[config.mk]
export PLATFORM = sky130hd
export DESIGN_NAME = seq_alu_core
export DESIGN_NICKNAME = d
export VERILOG_FILES = /design/src/rtl/alu_pkg.sv /design/src/rtl/iter_multiplier.sv /design/src/rtl/seq_alu_core.sv
export SDC_FILE = /design/constraint.sdc
export NUM_CORES = 1
export LEC_CHECK = 0
export ABC_AREA = 1
export ABC_CLOCK_PERIOD_IN_PS = 8550
export CAP_MARGIN = 25
export CORE_MARGIN = 3
export CORE_UTILIZATION = 63
export DETAILED_ROUTE_END_ITERATION = 6
export PLACE_DENSITY = 0.9
export SYNTH_ARGS = -nofsm -noshare
export SYNTH_HDL_FRONTEND = slang
export SYNTH_SLANG_ARGS = --single-unit
export TNS_END_PERCENT = 5
[constraint.sdc]
create_clock -name clk -period 8.55 [get_ports clk]
set_input_delay 2.1375 -clock clk [delete_from_list [all_inputs] [get_ports clk]]
set_output_delay 2.1375 -clock clk [all_outputs]
set_load 0.01 [all_outputs]
[src/rtl/alu_pkg.sv]
// Shared definitions for the sequential ALU: opcodes, NZCV flag positions,
// controller states and a flag-packing helper.
package alu_pkg;

    localparam logic [3:0] OP_ADD = 4'd0;
    localparam logic [3:0] OP_SUB = 4'd1;
    localparam logic [3:0] OP_MUL = 4'd2;
    localparam logic [3:0] OP_OR  = 4'd3;
    localparam logic [3:0] OP_AND = 4'd4;
    localparam logic [3:0] OP_XOR = 4'd5;
    localparam logic [3:0] OP_SHL = 4'd6;
    localparam logic [3:0] OP_SHR = 4'd7;
    localparam logic [3:0] OP_ROR = 4'd8;

    localparam int FLAG_N = 0;
    localparam int FLAG_C = 1;
    localparam int FLAG_Z = 2;
    localparam int FLAG_V = 3;

    typedef enum logic [1:0] {
        IDLE = 2'd0,
        MUL  = 2'd1,
        DONE = 2'd2
    } state_e;

    // Place individual flag bits at their architectural positions.
    function automatic logic [3:0] pack_flags(input logic n, input logic c,
                                              input logic z, input logic v);
        logic [3:0] f;
        f         = '0;
        f[FLAG_N] = n;
        f[FLAG_C] = c;
        f[FLAG_Z] = z;
        f[FLAG_V] = v;
        return f;
    endfunction

endpackage

[src/rtl/iter_multiplier.sv]
// Unsigned shift-add multiplier. The first partial product is formed in the
// start cycle from the incoming operands, so WIDTH iterations take WIDTH
// cycles and o_done pulses with the full 2*WIDTH product already registered.
module iter_multiplier #(
    parameter int WIDTH = 16
) (
    input  logic               clk,
    input  logic               rst_n,
    input  logic               i_start,
    input  logic [WIDTH-1:0]   i_a,
    input  logic [WIDTH-1:0]   i_b,
    output logic               o_done,
    output logic [2*WIDTH-1:0] o_product
);

    localparam int CW = $clog2(WIDTH);

    logic [WIDTH-1:0] r_mcand;
    logic [WIDTH-1:0] r_hi;
    logic [WIDTH-1:0] r_lo;
    logic [CW-1:0]    r_cnt;
    logic             r_busy;
    logic             r_done;

    logic [WIDTH-1:0] w_mc;
    logic [WIDTH-1:0] w_hi_cur;
    logic [WIDTH-1:0] w_lo_cur;
    logic [WIDTH:0]   w_sum;

    // On start the step works on the fresh operands instead of the registers.
    assign w_mc     = i_start ? i_a : r_mcand;
    assign w_hi_cur = i_start ? '0  : r_hi;
    assign w_lo_cur = i_start ? i_b : r_lo;
    assign w_sum    = {1'b0, w_hi_cur} + (w_lo_cur[0] ? {1'b0, w_mc} : '0);

    // One add-and-shift step per cycle; the multiplier bits drain out of r_lo.
    always_ff @(posedge clk or negedge rst_n) begin
        if (!rst_n) begin
            r_mcand <= '0;
            r_hi    <= '0;
            r_lo    <= '0;
            r_cnt   <= '0;
            r_busy  <= 1'b0;
            r_done  <= 1'b0;
        end else begin
            r_done <= 1'b0;
            if (i_start) begin
                r_mcand <= i_a;
                r_hi    <= w_sum[WIDTH:1];
                r_lo    <= {w_sum[0], w_lo_cur[WIDTH-1:1]};
                r_cnt   <= CW'(1);
                r_busy  <= 1'b1;
            end else if (r_busy) begin
                r_hi  <= w_sum[WIDTH:1];
                r_lo  <= {w_sum[0], w_lo_cur[WIDTH-1:1]};
                r_cnt <= r_cnt + CW'(1);
                if (r_cnt == CW'(WIDTH - 1)) begin
                    r_busy <= 1'b0;
                    r_done <= 1'b1;
                end
            end
        end
    end

    assign o_done    = r_done;
    assign o_product = {r_hi, r_lo};

endmodule

[src/rtl/seq_alu_core.sv]
// Registered ALU with valid/ready on both sides. Single-cycle ops go straight
// from the combinational case into the output register; MUL is handed to the
// iterative multiplier and the controller waits for its done pulse.
module seq_alu_core
    import alu_pkg::*;
#(
    parameter int WIDTH = 16,
    parameter int SHW   = $clog2(WIDTH)
) (
    input  logic             clk,
    input  logic             rst_n,
    input  logic             in_valid,
    output logic             in_ready,
    input  logic [3:0]       op,
    input  logic [WIDTH-1:0] a,
    input  logic [WIDTH-1:0] b,
    output logic             out_valid,
    input  logic             out_ready,
    output logic [WIDTH-1:0] result,
    output logic [WIDTH-1:0] result_hi,
    output logic [3:0]       flags,
    output logic             err
);

    state_e           r_state;
    logic             r_in_ready;
    logic             r_out_valid;
    logic [WIDTH-1:0] r_result;
    logic [WIDTH-1:0] r_result_hi;
    logic [3:0]       r_flags;
    logic             r_err;

    logic               w_accept;
    logic               w_mul_start;
    logic               w_mul_done;
    logic [2*WIDTH-1:0] w_prod;
    logic [3:0]         w_mul_flags;

    logic [SHW-1:0]   w_s;
    logic [SHW:0]     w_rol_amt;
    logic [WIDTH:0]   w_add;
    logic [WIDTH:0]   w_sub;
    logic [WIDTH:0]   w_shl;
    logic [WIDTH:0]   w_shr;
    logic [WIDTH-1:0] w_ror;
    logic [WIDTH-1:0] w_res;
    logic             w_c;
    logic             w_v;
    logic             w_err;
    logic [3:0]       w_flags;

    assign w_accept    = in_valid & r_in_ready;
    assign w_mul_start = w_accept & (op == OP_MUL);

    // Shifts carry an extra guard bit so the last bit shifted out lands in it;
    // a zero shift amount leaves the guard bit clear, giving C=0.
    assign w_s       = b[SHW-1:0];
    assign w_rol_amt = (SHW+1)'(WIDTH) - {1'b0, w_s};
    assign w_add     = {1'b0, a} + {1'b0, b};
    assign w_sub     = {1'b0, a} + {1'b0, ~b} + (WIDTH+1)'(1);
    assign w_shl     = {1'b0, a} << w_s;
    assign w_shr     = {a, 1'b0} >> w_s;
    assign w_ror     = (a >> w_s) | (a << w_rol_amt);

    assign w_mul_flags = pack_flags(w_prod[WIDTH-1], |w_prod[2*WIDTH-1:WIDTH],
                                    ~|w_prod[WIDTH-1:0], |w_prod[2*WIDTH-1:WIDTH]);

    // Single-cycle operations; illegal opcodes produce zero data and err.
    always_comb begin
        w_res   = '0;
        w_c     = 1'b0;
        w_v     = 1'b0;
        w_err   = 1'b0;
        case (op)
            OP_ADD: begin
                w_res = w_add[WIDTH-1:0];
                w_c   = w_add[WIDTH];
                w_v   = (a[WIDTH-1] == b[WIDTH-1]) && (w_res[WIDTH-1] != a[WIDTH-1]);
            end
            OP_SUB: begin
                w_res = w_sub[WIDTH-1:0];
                w_c   = w_sub[WIDTH];
                w_v   = (a[WIDTH-1] != b[WIDTH-1]) && (w_res[WIDTH-1] != a[WIDTH-1]);
            end
            OP_MUL: w_err = 1'b0;
            OP_OR:  w_res = a | b;
            OP_AND: w_res = a & b;
            OP_XOR: w_res = a ^ b;
            OP_SHL: begin
                w_res = w_shl[WIDTH-1:0];
                w_c   = w_shl[WIDTH];
            end
            OP_SHR: begin
                w_res = w_shr[WIDTH:1];
                w_c   = w_shr[0];
            end
            OP_ROR: begin
                w_res = w_ror;
                w_c   = (w_s != '0) & w_ror[WIDTH-1];
            end
            default: w_err = 1'b1;
        endcase
        w_flags = w_err ? 4'b0000
                        : pack_flags(w_res[WIDTH-1], w_c, (w_res == '0), w_v);
    end

    iter_multiplier #(
        .WIDTH (WIDTH)
    ) u_mul (
        .clk       (clk),
        .rst_n     (rst_n),
        .i_start   (w_mul_start),
        .i_a       (a),
        .i_b       (b),
        .o_done    (w_mul_done),
        .o_product (w_prod)
    );

    // Controller: accept in IDLE, wait for the multiplier in MUL, hold in DONE.
    always_ff @(posedge clk or negedge rst_n) begin
        if (!rst_n) begin
            r_state     <= IDLE;
            r_in_ready  <= 1'b0;
            r_out_valid <= 1'b0;
            r_result    <= '0;
            r_result_hi <= '0;
            r_flags     <= '0;
            r_err       <= 1'b0;
        end else begin
            case (r_state)
                IDLE: begin
                    if (w_accept) begin
                        r_in_ready <= 1'b0;
                        if (op == OP_MUL) begin
                            r_state <= MUL;
                        end else begin
                            r_state     <= DONE;
                            r_out_valid <= 1'b1;
                            r_result    <= w_res;
                            r_result_hi <= '0;
                            r_flags     <= w_flags;
                            r_err       <= w_err;
                        end
                    end else begin
                        r_in_ready <= 1'b1;
                    end
                end
                MUL: begin
                    if (w_mul_done) begin
                        r_state     <= DONE;
                        r_out_valid <= 1'b1;
                        r_result    <= w_prod[WIDTH-1:0];
                        r_result_hi <= w_prod[2*WIDTH-1:WIDTH];
                        r_flags     <= w_mul_flags;
                        r_err       <= 1'b0;
                    end
                end
                DONE: begin
                    if (out_ready) begin
                        r_state     <= IDLE;
                        r_out_valid <= 1'b0;
                        r_in_ready  <= 1'b1;
                    end
                end
                default: r_state <= IDLE;
            endcase
        end
    end

    assign in_ready  = r_in_ready;
    assign out_valid = r_out_valid;
    assign result    = r_result;
    assign result_hi = r_result_hi;
    assign flags     = r_flags;
    assign err       = r_err;

endmodule

Word level (Yosys, flattened, before mapping)
Cells that the tools add are included.
Word-level totals
  register bits: 95
  bits of input ports: 40
  word-level logic and storage cells: 118
Operators by class
  $add $sub $neg: 6
  equality and inequality tests: 19
  shift operators: 4
  muxes and demuxes: 50
  bitwise operators: 8
  reduce and logical (&&, ||, !) cells: 18
Operators by type and width (count)
  $mux W16: 14
  $pmux W16 S8: 1
  $pmux W16 S2: 2
  $add A16 B16 Y17: 2
  $or A16 B16 Y16: 2
  $reduce_or A16 Y1: 2
  $mux W4: 6
  $add A16 B17 Y17: 1
  $add A17 B1 Y17 const B: 1
  $shl A16 B4 Y17: 1
  $shr A17 B4 Y17: 1
  $and A16 B16 Y16: 1
  $eq A4 B3 Y1 const B: 4
  $logic_not A16 Y1: 1
  $mux W1: 16
  $not A16 Y16: 1
  $shl A16 B5 Y16: 1
  $shr A16 B4 Y16: 1
  $xor A16 B16 Y16: 1
  $reduce_or A9 Y1: 1
  $eq A4 B2 Y1 const B: 2
  $eq A4 B4 Y1 const B: 2
  $mux W2: 4
  $pmux W4 S2: 1
  25 further kinds: 36

Depth between registers and ports, before layout
Gate-level depths: netlist of the first run.
  word-level depth: 10
  depth in mapped cells: 23
  gate-level depth less buffers: 21

Modules after synthesis
From an unflattened synthesis of the first run, not the netlist that was laid out.
Unflattened totals
  cell total of the unflattened synthesis: 1689
  area, all modules: 10095.9 um^2
Modules (own cells, without submodules)
  seq_alu_core: instances 1, cells an instance 1231, area each 6790.3 um^2, sequential area each 1026.0 um^2
  iter_multiplier: instances 1, cells an instance 458, area each 3305.7 um^2, sequential area each 1351.3 um^2

Worst setup path after synthesis of the first run
Ideal clock, no wire load.
  kind: input to register
  start point: input port op[1]
  end point: register u_mul.r_hi[11]
  arrival: 5.070 ns
  setup slack: 3.415 ns
  cell stages on the path: 21
  path buffers: 3
  cells stage by stage: inv_1 nor2_1 nand2_1 nor2_1 inv_2 clkbuf_1 clkbuf_1 clkbuf_1 nand2_1 inv_1 ha_1 inv_1 fa_1 o21ai_0 nand3_1 nand3_1 a21boi_0 o21ai_0 xor2_1 nand2_1 nand2_1
Between the ends
  cells in the longest elaborated chain, start to end: 7
  elaborated cells between the ends (all ways): 10
  classes of those cells: 1 x add/sub; 1 x eq/ne; 6 x mux; 1 x bitwise; 1 x reduce/logical
Ends and longest elaborated chain
  from (decl): RTL line seq_alu_core.sv:14  | input logic [3:0] op,
  $eq A4 B2 Y1 *: RTL line seq_alu_core.sv:53  | assign w_mul_start = w_accept & (op == OP_MUL);
  $and A1 B1 Y1 *: RTL line seq_alu_core.sv:53
  $mux W16 (on tied branches)
  $mux W16: RTL line iter_multiplier.sv:34  | assign w_sum = {1'b0, w_hi_cur} + (w_lo_cur[0] ? {1'b0, w_mc} : '0);
  $add A16 B17 Y17: RTL line iter_multiplier.sv:34
  $mux W16: RTL line iter_multiplier.sv:53  | end else if (r_busy) begin
  $mux W16: RTL line iter_multiplier.sv:47  | if (i_start) begin
  to (signal assigned): RTL line iter_multiplier.sv:49  | r_hi <= w_sum[WIDTH:1];
  to (signal assigned): RTL line iter_multiplier.sv:54  | r_hi <= w_sum[WIDTH:1];
  to (decl): RTL line iter_multiplier.sv:19  | logic [WIDTH-1:0] r_hi;
Every way passes the cells marked *; elsewhere a longest branch is shown, timed or not. The select of a mux whose other input is x is not followed.
A chain may end at the register's enable or synchronous reset.

Worst setup path in the final report of the first run
  start point: input port op[3]
  end point: register u_mul.r_hi[12]
Same word-level chain as after synthesis.

==> flow_summary_export.csv, run 1 <==
group,metric,value,unit
clock_tree,clk_pin_slew,0.07,ns
pwr,p_clk_share,19.5,%
clock_tree,htree_num_levels,3,
logic_synthesis,synthMuxAreaShare,0,%
worst_setup_path,timing.rr.start,"in_ready",
worst_setup_path,critPathKind,"primary input to flip-flop",
drt,dr.pass1.iters,7,
global_route,grt_pass1_vias,10027,
pwr,leakagePower,5.662,nW
logic_synthesis,yosys.area_share.simple,38.26,%
placed_design,postPlaceCellArea,0.01027,mm²
logic_synthesis,yosysTopAreaCell,"dfrtp_1",
timing,tightest_slew,1.065,ns
logic_synthesis,ys_ff_latch,95,
global_route,gr-total-overflow,0,
drt,drcViolationCount,10,
floorplanning,core.rowCount,44,
logic_synthesis,ys_seq_area_share,25.03,%
placed_design,place.gp.congestion,1.024,
global_route,antenna_found_initial,1,
clock_tree,cts.sinks,95,
worst_setup_path,path_max_fanout,27,
worst_setup_path,start_kind,"primary input",
clock_tree,cts_setup_buffers,0,
min_path,worst_hold_path_type,"flip-flop to flip-flop",
logic_synthesis,synthArstFlopShare,100.0,%
floorplanning,core-area,0.01464,mm²
clock_tree,cts_resized,0,
pwr,p_comb_share,49.0,%
worst_setup_path,crit_required,8.75,ns
drt,via_per_inst,6.345,
clock_tree,clkLatencyLatePin,0.36,ns
worst_setup_path,cp-end-kind,"flip-flop",
drt,drtAntennaViolNets,0,
flow_run,drv_cap,0,
worst_setup_path,r2r_setup_slack,4.67,ns
placed_design,io_buffers,78,
clock_tree,cts_hold_buf,0,
global_route,track_usage,42.23,%
floorplanning,initial_utilization,64.86,%
timing,fin_worst_skew,0.01185,ns
global_route,grt_max_degree,76,
floorplanning,die_h,128.8,µm
clock_tree,cts_tree,"built",
pwr,p_int,0.001250,W
timing,slew_violations,0,
logic_synthesis,synth_most_common_cell,"nand2_1",
min_path,holdPathStages,2,
clock_tree,numCtsBuffers,9,
timing,maxSlewHeadroom,28.74,%
floorplanning,ios,79,
logic_synthesis,synth_compound_area_share,15.18,%
logic_synthesis,synth_warnings,0,
floorplanning,die_w,128.8,µm
timing,hold_viol_final,0,
logic_synthesis,synth-xor-area-share,1.107,%
worst_setup_path,worstSetupEndpoint,"u_mul.r_hi[12]",
logic_synthesis,synth_cell_types,45,
drt,first_iter_violations,1699,
finish,drive_gt1_share,2.693,%
logic_synthesis,synthFlopType,"dfrtp_1",
pwr,ir_drop,0.1799,mV
drt,post_drt_wl_per_cell,19.94,µm
timing,worst_slack,2.552,ns
clock_tree,clockBufferDepth,2,
drt,drt-total-wl,35530,µm
timing,finalSetupViolCount,0,
worst_setup_path,r2r_cells,16,
drt,vias,11306,
worst_setup_path,reg2reg_to,"u_mul.r_hi[12]",
timing,period_minus_slack,5.998,ns
logic_synthesis,synth-edff-count,0,
placed_design,place_ws,2.348,ns
logic_synthesis,synthAdderAreaFrac,9.854,%
logic_synthesis,synth.area.top_cells,"dfrtp_1 (25%), nand2_1 (18%), nand3_1 (11%)",
pwr,p_per_area,217.9,mW/mm²
logic_synthesis,ys_top_cells_by_count,"nand2_1 (467), nand3_1 (205), inv_1 (182)",
finish,nFillCells,1250,
logic_synthesis,avgSynthCellArea,6.104,µm²
pwr,seqPwrFrac,31.5,%
status,violations,"DRC",
worst_setup_path,crit_start,"op[3]",
pwr,switching_power,0.001059,W
logic_synthesis,synthesis.instances,1556,
finish,area_growth,11.61,%
worst_setup_path,arrival,6.20,ns
logic_synthesis,synth_nets,1669,
clock_tree,cts_root_buf,"clkbuf_16",
timing,finalSetupTns,0,ns
timing,rsz0062_at_grt,"false",
logic_synthesis,synth.top_cell.area_share,25.03,%
floorplanning,die_area,0.01659,mm²
status,status,"finished with violations",
finish,final_nets,1705,
logic_synthesis,netlist_area,0.009498,mm²
global_route,grt_pass1_wl,54860,µm
finish,fin_area,0.01060,mm²
timing,fmax,166.7,MHz
timing,min_period_over_period,70.15,%
logic_synthesis,synth_top_family_by_area,"simple AND/OR/NAND/NOR gates",
placed_design,dp.final_hpwl,26710,µm
pwr,switching_share,45.86,%
## power groups by stage
stage,sequential (W),clock [W],combinational (W)
2_1_floorplan,0.000700,0,0.000715
3_3_place_gp,0.000712,0,0.00103
3_5_place_dp,0.000721,0,0.00108
4_1_cts,0.000717,0.000446,0.00110
5_1_grt,0.000737,0.000461,0.00124
6_report,0.000728,0.000450,0.00113
## worst max-delay path: stages
cell             delay, ns
clkdlybuf4s50_1       0.48
nor2_1                0.35
nand2_1               0.22
nor2_1                0.21
inv_2                 0.20
nand2_1               0.10
o21ai_0               0.08
buf_4                 0.20
and2_1                0.16
ha_1                  0.35
nand3_1               0.09
nand2_1               0.11
a21oi_1               0.11
o21ai_0               0.36
a21boi_0              0.23
o21ai_0               0.32
nand3_1               0.16
nand2_1               0.09
nand2_1               0.05
nand3_1               0.06
o21ai_0               0.11
## kinds of logic after synthesis
group / Yosys count
flip-flops: 95
buffers and inverters: 251
AO/OA/AOI/OAI: 264
adder cells (fa/ha/maj): 73
XOR/XNOR: 12
AND/OR/NAND/NOR: 861
## sequential cells by signal, summed over array words and instances, names as in the netlist
name           cells
err                1
flags              4
in_ready           1
out_valid          1
r_state            2
result            16
result_hi         16
u_mul.o_done       1
u_mul.r_busy       1
u_mul.r_cnt        4
u_mul.r_hi        16
u_mul.r_lo        16
u_mul.r_mcand     16
## cells in the final DEF, fill, tap and decap left out, types with 14 or more instances in the layout
master / synthesis / final
nand2_1: 467 / 467
nand3_1: 205 / 205
inv_1: 182 / 182
o21ai_0: 136 / 136
nor2_1: 130 / 130
dfrtp_1: 95 / 95
a21oi_1: 79 / 79
clkdlybuf4s50_1: 0 / 77
ha_1: 70 / 70
and2_1: 17 / 17
o211ai_1: 14 / 14
## worst min-delay path by stage
| stage | start | end | slack, ns |
|---|---|---|---|
| final | out_valid | out_valid | 0.48 |
| after global routing | out_valid | out_valid | 0.49 |
| after CTS | out_valid | out_valid | 0.48 |
| after detailed placement | out_valid | out_valid | 0.46 |
| after global placement | u_mul.r_cnt[3] | u_mul.r_cnt[3] | 0.45 |
| after floorplan | u_mul.r_cnt[3] | u_mul.r_cnt[3] | 0.43 |
## through the flow
step | std cells | hold WS (ns) | util [%] | total power [W]
finish | 1782 | 0.4791 | 72.39 | 0.002309
global route | 1782 | 0.4894 | 72.39 | 0.002437
CTS | 1781 | 0.4815 | 72.37 | 0.002262
detailed placement | 1765 | 0.4624 | 70.14 | 0.001799
global placement | 1765 | 0.4519 | 70.14 | 0.001743
floorplan | 1556 | 0.4340 | - | 0.001415
## area by class of cell
cell class | instances | area [µm²] | share of cell area (%)
timing repair buffer | 85 | 830.8 | 7.838
antenna | 1 | 2.502 | 0.02361
multi-input combinational | 1210 | 6116 | 57.70
sequential | 95 | 2377 | 22.43
inverter | 191 | 716.9 | 6.763
tap | 184 | 230.2 | 2.172
clock buffer | 9 | 225.2 | 2.125
clock inverter | 7 | 101.3 | 0.9561
## metal layers
layer / routed length [µm] / vias up / global-route usage [%]
met5: 0 / - / 0.2941
met4: 2113 / 0 / 18.84
met3: 4624 / 190 / 7.804
met2: 15100 / 935 / 63.17
met1: 13690 / 5042 / 59.55
li1: - / 5139 / -
No activity file was read; power rests on OpenSTA's default activity.
==> run 2: changes to the inputs <==
--- a/config.mk
+++ b/config.mk
@@ -6,12 +6,12 @@
 export NUM_CORES = 1
 export LEC_CHECK = 0
 export ABC_AREA = 1
-export ABC_CLOCK_PERIOD_IN_PS = 8550
+export ABC_CLOCK_PERIOD_IN_PS = 5140
 export CAP_MARGIN = 25
 export CORE_MARGIN = 3
-export CORE_UTILIZATION = 63
+export CORE_UTILIZATION = 54
 export DETAILED_ROUTE_END_ITERATION = 6
-export PLACE_DENSITY = 0.9
+export PLACE_DENSITY = 0.82
 export SYNTH_ARGS = -nofsm -noshare
 export SYNTH_HDL_FRONTEND = slang
 export SYNTH_SLANG_ARGS = --single-unit
==> constraint.sdc (replaced) <==
create_clock -name clk -period 5.14 [get_ports clk]
set_input_delay 1.285 -clock clk [delete_from_list [all_inputs] [get_ports clk]]
set_output_delay 1.285 -clock clk [all_outputs]
set_load 0.01 [all_outputs]
==> run 2 against run 1 <==
Compared with the run above: the flow now finishes without violations; design area up 1.4%; combinational power up 63%; power up 60%; worst hold slack worse by 0.0016 ns; global-route usage down 6.9 points; register-to-register slack worse by 3.0 ns; clock power up 47%; die area up 16%; utilization down 8.7 points; wire length down 1.9%; critical path depth up 1; clock skew down 0.0051 ns.
==> flow_summary_export.csv, run 2 (synthesized netlist as in run 1, its figures left out) <==
group,metric,value,unit
worst_setup_path,crit_required,5.33,ns
placed_design,io_buffers,78,
timing,period_minus_slack,4.849,ns
pwr,p_per_area,343.9,mW/mm²
pwr,ir_drop,0.3131,mV
pwr,p_int,0.002048,W
drt,vias,10870,
floorplanning,core-area,0.01688,mm²
timing,rsz0062_at_grt,"false",
pwr,power,0.003698,W
drt,dr.pass1.iters,6,
finish,layout_common_cells,"nand2_1 (467), nand3_1 (205), inv_1 (182)",
clock_tree,numCtsBuffers,9,
finish,final_nets,1724,
floorplanning,die_area,0.01922,mm²
placed_design,dp.final_hpwl,27420,µm
pwr,leakagePower,5.736,nW
global_route,grt_max_degree,67,
clock_tree,cts_tree,"built",
timing,fmax,206.2,MHz
global_route,grt_pass1_wl,54510,µm
timing,slew_violations,0,
finish,area_growth,13.21,%
floorplanning,core.rowCount,47,
finish,fin_area,0.01075,mm²
pwr,switching_power,0.001650,W
timing,finalSetupTns,0,ns
global_route,track_usage,35.34,%
clock_tree,cts_root_buf,"clkbuf_16",
drt,post_drt_wl_per_cell,18.97,µm
finish,ff_latch_area,0.002377,mm²
pwr,p_clk_share,17.9,%
clock_tree,cts.sinks,95,
clock_tree,clockBufferDepth,2,
timing,fin_worst_skew,0.006792,ns
worst_setup_path,arrival,5.04,ns
finish,final_common_cell,"nand2_1",
drt,drcViolationCount,0,
worst_setup_path,cp-end-kind,"flip-flop",
drt,drtAntennaViolNets,0,
finish,nFillCells,1694,
flow_run,drv_cap,0,
placed_design,numPlacedInstances,1820,
drt,drt-total-wl,34840,µm
clock_tree,cts_resized,0,
status,status,"complete, no violations",
drt,via_per_inst,5.917,
clock_tree,cts_setup_buffers,0,
clock_tree,clkLatencyLatePin,0.35,ns
pwr,p_comb_share,49.9,%
global_route,gr-total-overflow,0,
floorplanning,die_h,138.6,µm
drt,first_iter_violations,1120,
finish,multiInputGateArea,0.006116,mm²
placed_design,place.gp.congestion,1.051,
clock_tree,clk_pin_slew,0.07,ns
worst_setup_path,critPathKind,"primary input to flip-flop",
clock_tree,htree_num_levels,3,
timing,finalSetupViolCount,0,
floorplanning,initial_utilization,56.28,%
min_path,worst_hold_path_type,"flip-flop to flip-flop",
placed_design,postPlaceCellArea,0.01046,mm²
timing,hold_viol_final,0,
finish,drive_gt1_share,3.713,%
floorplanning,die_w,138.6,µm
floorplanning,ios,79,
worst_setup_path,path_max_fanout,12,
finish,final-instance-count-excl-fill,1837,
timing,min_period_over_period,94.34,%
timing,maxSlewHeadroom,31.25,%
pwr,seqPwrFrac,32.2,%
global_route,antenna_found_initial,0,
clock_tree,cts_hold_buf,0,
timing,tightest_slew,1.027,ns
worst_setup_path,start_kind,"primary input",
global_route,grt_pass1_vias,9987,
pwr,switching_share,44.62,%
## run 2: cell count changes in the layout (fill, tap and decap cells not counted)
cell / previous run / this run
clkinv_4: 0 / 1
bufinv_16: 2 / 1
inv_6: 3 / 0
clkbuf_1: 0 / 2
clkinv_2: 0 / 1
buf_4: 8 / 27
## run 2: final timing paths
kind / startpoint / to / slack [ns] / cells after the start
max: op[1] / u_mul.r_hi[12] / 0.29 / 22
min: u_mul.r_cnt[3] / u_mul.r_cnt[3] / 0.48 / 1
max reg2reg: in_ready / u_mul.r_hi[12] / 1.64 / 19
min reg2reg: u_mul.r_cnt[3] / u_mul.r_cnt[3] / 0.48 / 1
max in group asynchronous: rst_n / u_mul.r_hi[1] / 3.19 / 2
min in group asynchronous: rst_n / result[14] / 1.02 / 1
## run 2: layer usage
layer | vias to the layer above | track usage (%) | wire length [µm]
met1 | 5012 | 50.03 | 15040
met2 | 608 | 53.26 | 14880
li1 | 5171 | - | -
met5 | - | 0 | 0
met4 | 0 | 11.53 | 1222
met3 | 79 | 8.655 | 3696
## run 2: power by group through the flow
stage	clock network (W)	logic (W)	registers [W]
after CTS	0.000669	0.00181	0.00119
after global placement	0	0.00176	0.00119
after detailed placement	0	0.00180	0.00120
after global routing	0.000710	0.00204	0.00122
final	0.000661	0.00184	0.00119
after floorplan	0	0.00119	0.00116
## run 2: area by class of cell
cell class / count / area share (%)
multi-input combinational: 1210 / 56.88
sequential: 95 / 22.11
timing repair buffer: 104 / 9.053
inverter: 191 / 6.667
tap: 220 / 2.560
clock buffer: 11 / 2.164
clock inverter: 5 / 0.5469
antenna: 1 / 0.02327
## run 2: stage by stage
stage                     setup slack [ns]  util [%]  hold WS [ns]
after detailed placement           0.05583     61.97        0.4642
final                               0.2907     63.71        0.4775
after global routing               0.03744     63.70        0.5018
after CTS                           0.3970     63.70        0.4749
after floorplan                     0.8580         -        0.4340
after global placement              0.1723     61.97        0.4528
## run 2: worst max-delay path, cell delays in order
cell and delay (ns):
clkdlybuf4s50_1 0.51, inv_1 0.08, nor2_1 0.14, nand2_1 0.15, nor2_1 0.20, inv_2 0.13
buf_4 0.19, nand2_1 0.05, o21ai_0 0.09, and2_1 0.16, ha_1 0.35, nand3_1 0.09
nand2_1 0.11, a21oi_1 0.11, o21ai_0 0.39, a21boi_0 0.23, o21ai_0 0.31, nand3_1 0.14
nand2_1 0.10, nand2_1 0.06, nand3_1 0.06, o21ai_0 0.08
==> run 3: changes to the inputs <==
--- a/config.mk
+++ b/config.mk
@@ -9,9 +9,10 @@
 export ABC_CLOCK_PERIOD_IN_PS = 5140
 export CAP_MARGIN = 25
 export CORE_MARGIN = 3
-export CORE_UTILIZATION = 54
+export CORE_UTILIZATION = 45
 export DETAILED_ROUTE_END_ITERATION = 6
-export PLACE_DENSITY = 0.82
+export MAX_ROUTING_LAYER = met4
+export PLACE_DENSITY = 0.71
 export SYNTH_ARGS = -nofsm -noshare
 export SYNTH_HDL_FRONTEND = slang
 export SYNTH_SLANG_ARGS = --single-unit
==> run 3 against run 2 <==
Compared with the run above: design area increased by 1.0%; combinational power about the same; non-clock buffer count increased by 1; final cell count increased by 2.7%; worst hold slack got worse by 0.00063 ns; critical endpoint unchanged.
==> flow_summary_export.csv, run 3 (synthesized netlist as in run 1, its figures left out) <==
group,metric,value,unit
pwr,p_clk_share,19.6,%
worst_setup_path,crit_start,"op[1]",
placed_design,postPlaceCellArea,0.01053,mm²
global_route,gr-total-overflow,0,
timing,slew_violations,0,
global_route,grt_pass1_wl,54850,µm
min_path,worst_hold_path_type,"flip-flop to flip-flop",
worst_setup_path,critPathKind,"primary input to flip-flop",
drt,drcViolationCount,0,
placed_design,io_buffers,78,
worst_setup_path,start_kind,"primary input",
timing,hold_viol_final,0,
pwr,p_int,0.002111,W
pwr,p_comb_share,48.8,%
timing,rsz0062_at_grt,"false",
drt,wl_met2,15250,µm
finish,area_growth,14.35,%
finish,drive_gt1_share,3.896,%
clock_tree,clockBufferDepth,2,
worst_setup_path,arrival,4.91,ns
floorplanning,core.rowCount,52,
clock_tree,cts.sinks,95,
finish,final_common_cell,"nand2_1",
worst_setup_path,timing.critical_path.mode_cell,"nand2_1",
worst_setup_path,crit_path_top_delay_cell,"clkdlybuf4s50_1",
pwr,power,0.003766,W
pwr,seqPwrFrac,31.7,%
finish,fin_area,0.01086,mm²
timing,maxSlewHeadroom,30.80,%
clock_tree,cts_root_buf,"clkbuf_16",
drt,post_drt_wl_per_cell,18.58,µm
floorplanning,die_area,0.02289,mm²
pwr,p_per_area,346.7,mW/mm²
drt,dr.pass1.iters,6,
timing,fmax,211.9,MHz
drt,wl_met3,3367,µm
drt,wl_met1,15590,µm
timing,fin_worst_skew,0.007511,ns
worst_setup_path,r2r_setup_slack,1.69,ns
worst_setup_path,cp-end-kind,"flip-flop",
drt,drt-total-wl,35060,µm
timing,finalSetupViolCount,0,
global_route,track_usage,31.73,%
pwr,ir_drop,0.2973,mV
global_route,antenna_found_initial,0,
drt,via_per_inst,5.654,
global_route,grt_max_degree,66,
timing,tightest_slew,1.034,ns
pwr,switching_share,43.94,%
worst_setup_path,path_max_fanout,20,
floorplanning,die_w,151.3,µm
worst_setup_path,reg2reg_to,"u_mul.r_hi[12]",
drt,drtAntennaViolNets,0,
timing,period_minus_slack,4.719,ns
drt,first_iter_violations,1136,
worst_setup_path,max_stage_delay,0.48,ns
floorplanning,die_h,151.3,µm
finish,final_nets,1725,
clock_tree,clkLatencyLatePin,0.35,ns
placed_design,dp.final_hpwl,27780,µm
floorplanning,initial_utilization,46.34,%
global_route,grt_pass1_vias,9909,
status,status,"complete, no violations",
finish,n_antenna_cell,0,
pwr,switching_power,0.001655,W
worst_setup_path,worstPathCellList,"clkdlybuf4s50_1 > inv_1 > nor2_1 > nand2_1 > nor2_1 > inv_2 > buf_4 > nand2_1 > o21ai_0 > and2_1 > ha_1 > nand3_1 > nand2_1 > a21oi_1 > o21ai_1 > a21boi_0 > o21ai_0 > nand3_1 > nand2_1 > nand2_1 > nand3_1 > o21ai_0",
worst_setup_path,crit_required,5.33,ns
floorplanning,ios,79,
clock_tree,numCtsBuffers,9,
clock_tree,cts_tree,"built",
worst_setup_path,path_depth,22,
finish,layout_common_cells,"nand2_1 (467), nand3_1 (205), inv_1 (182)",
pwr,leakagePower,5.760,nW
floorplanning,core-area,0.02049,mm²
timing,min_period_over_period,91.82,%
worst_setup_path,timing.rr.start,"in_ready",
clock_tree,clk_pin_slew,0.07,ns
placed_design,place.gp.congestion,1.019,
worst_setup_path,worstSetupEndpoint,"u_mul.r_hi[12]",
drt,vias,10670,
worst_setup_path,cp_top_family,"simple AND/OR/NAND/NOR gates",
worst_setup_path,path_buf_inv,4,
drt,highest_layer,"met4",
worst_setup_path,r2r_cells,19,
flow_run,drv_cap,0,
min_path,holdPathStages,1,
clock_tree,htree_num_levels,3,
run 3: worst reg2reg max path, stage by stage, from the launching register on:
cell,delay (ns)
dfrtp_1,0.38
nand2_1,0.13
nor2_1,0.23
inv_2,0.13
buf_4,0.22
nand2_1,0.07
o21ai_0,0.10
and2_1,0.17
ha_1,0.36
nand3_1,0.10
nand2_1,0.11
a21oi_1,0.11
o21ai_1,0.27
a21boi_0,0.20
o21ai_0,0.31
nand3_1,0.14
nand2_1,0.09
nand2_1,0.05
nand3_1,0.06
o21ai_0,0.10
run 3: power groups by stage:
stage          combinational (W)  sequential (W)  clock [W]
6_report                 0.00184         0.00119   0.000737
5_1_grt                  0.00207         0.00122   0.000772
4_1_cts                  0.00182         0.00119   0.000743
3_5_place_dp             0.00180         0.00120          0
3_3_place_gp             0.00177         0.00120          0
2_1_floorplan            0.00119         0.00116          0
run 3: routing by layer:
metal / up-vias / global-route usage [%]
met4: 0 / 6.754
met2: 534 / 47.68
met1: 4914 / 45.00
met3: 57 / 5.386
li1: 5165 / -
met5: - / -
run 3: cell type report:
cell class	count	area, µm²
sequential	95	2377
multi-input combinational	1210	6116
clock buffer	10	239.0
tap	270	337.8
clock inverter	6	92.59
inverter	191	716.9
timing repair buffer	105	980.9
fill	2125	9634
run 3: worst min-delay path by stage:
stage | startpoint | to | slack, ns
after CTS | u_mul.r_cnt[3] | u_mul.r_cnt[3] | 0.47
after detailed placement | u_mul.r_cnt[3] | u_mul.r_cnt[3] | 0.46
final | u_mul.r_cnt[3] | u_mul.r_cnt[3] | 0.48
after global routing | u_mul.r_cnt[3] | u_mul.r_cnt[3] | 0.49
after floorplan | u_mul.r_cnt[3] | u_mul.r_cnt[3] | 0.43
after global placement | u_mul.r_cnt[3] | u_mul.r_cnt[3] | 0.45
run 3: through the flow:
stage          instances  setup slack [ns]  utilization, %  hold WS (ns)  setup TNS, ns
3_3_place_gp        1871            0.1375           51.37        0.4517              0
6_report            1887            0.4206           52.99        0.4768              0
2_1_floorplan       1556            0.8580               -        0.4340              0
5_1_grt             1887            0.1011           52.99        0.4890              0
4_1_cts             1887            0.2744           52.99        0.4724              0
3_5_place_dp        1871          -0.05706           51.37        0.4649       -0.05706
run 3: what timing repair did:
action | 4_1_cts | 5_1_grt
setup buffers | 0 | 0
hold buffers | 0 | 0
gates resized for setup | 0 | 2
setup endpoints to repair | 0 | 4
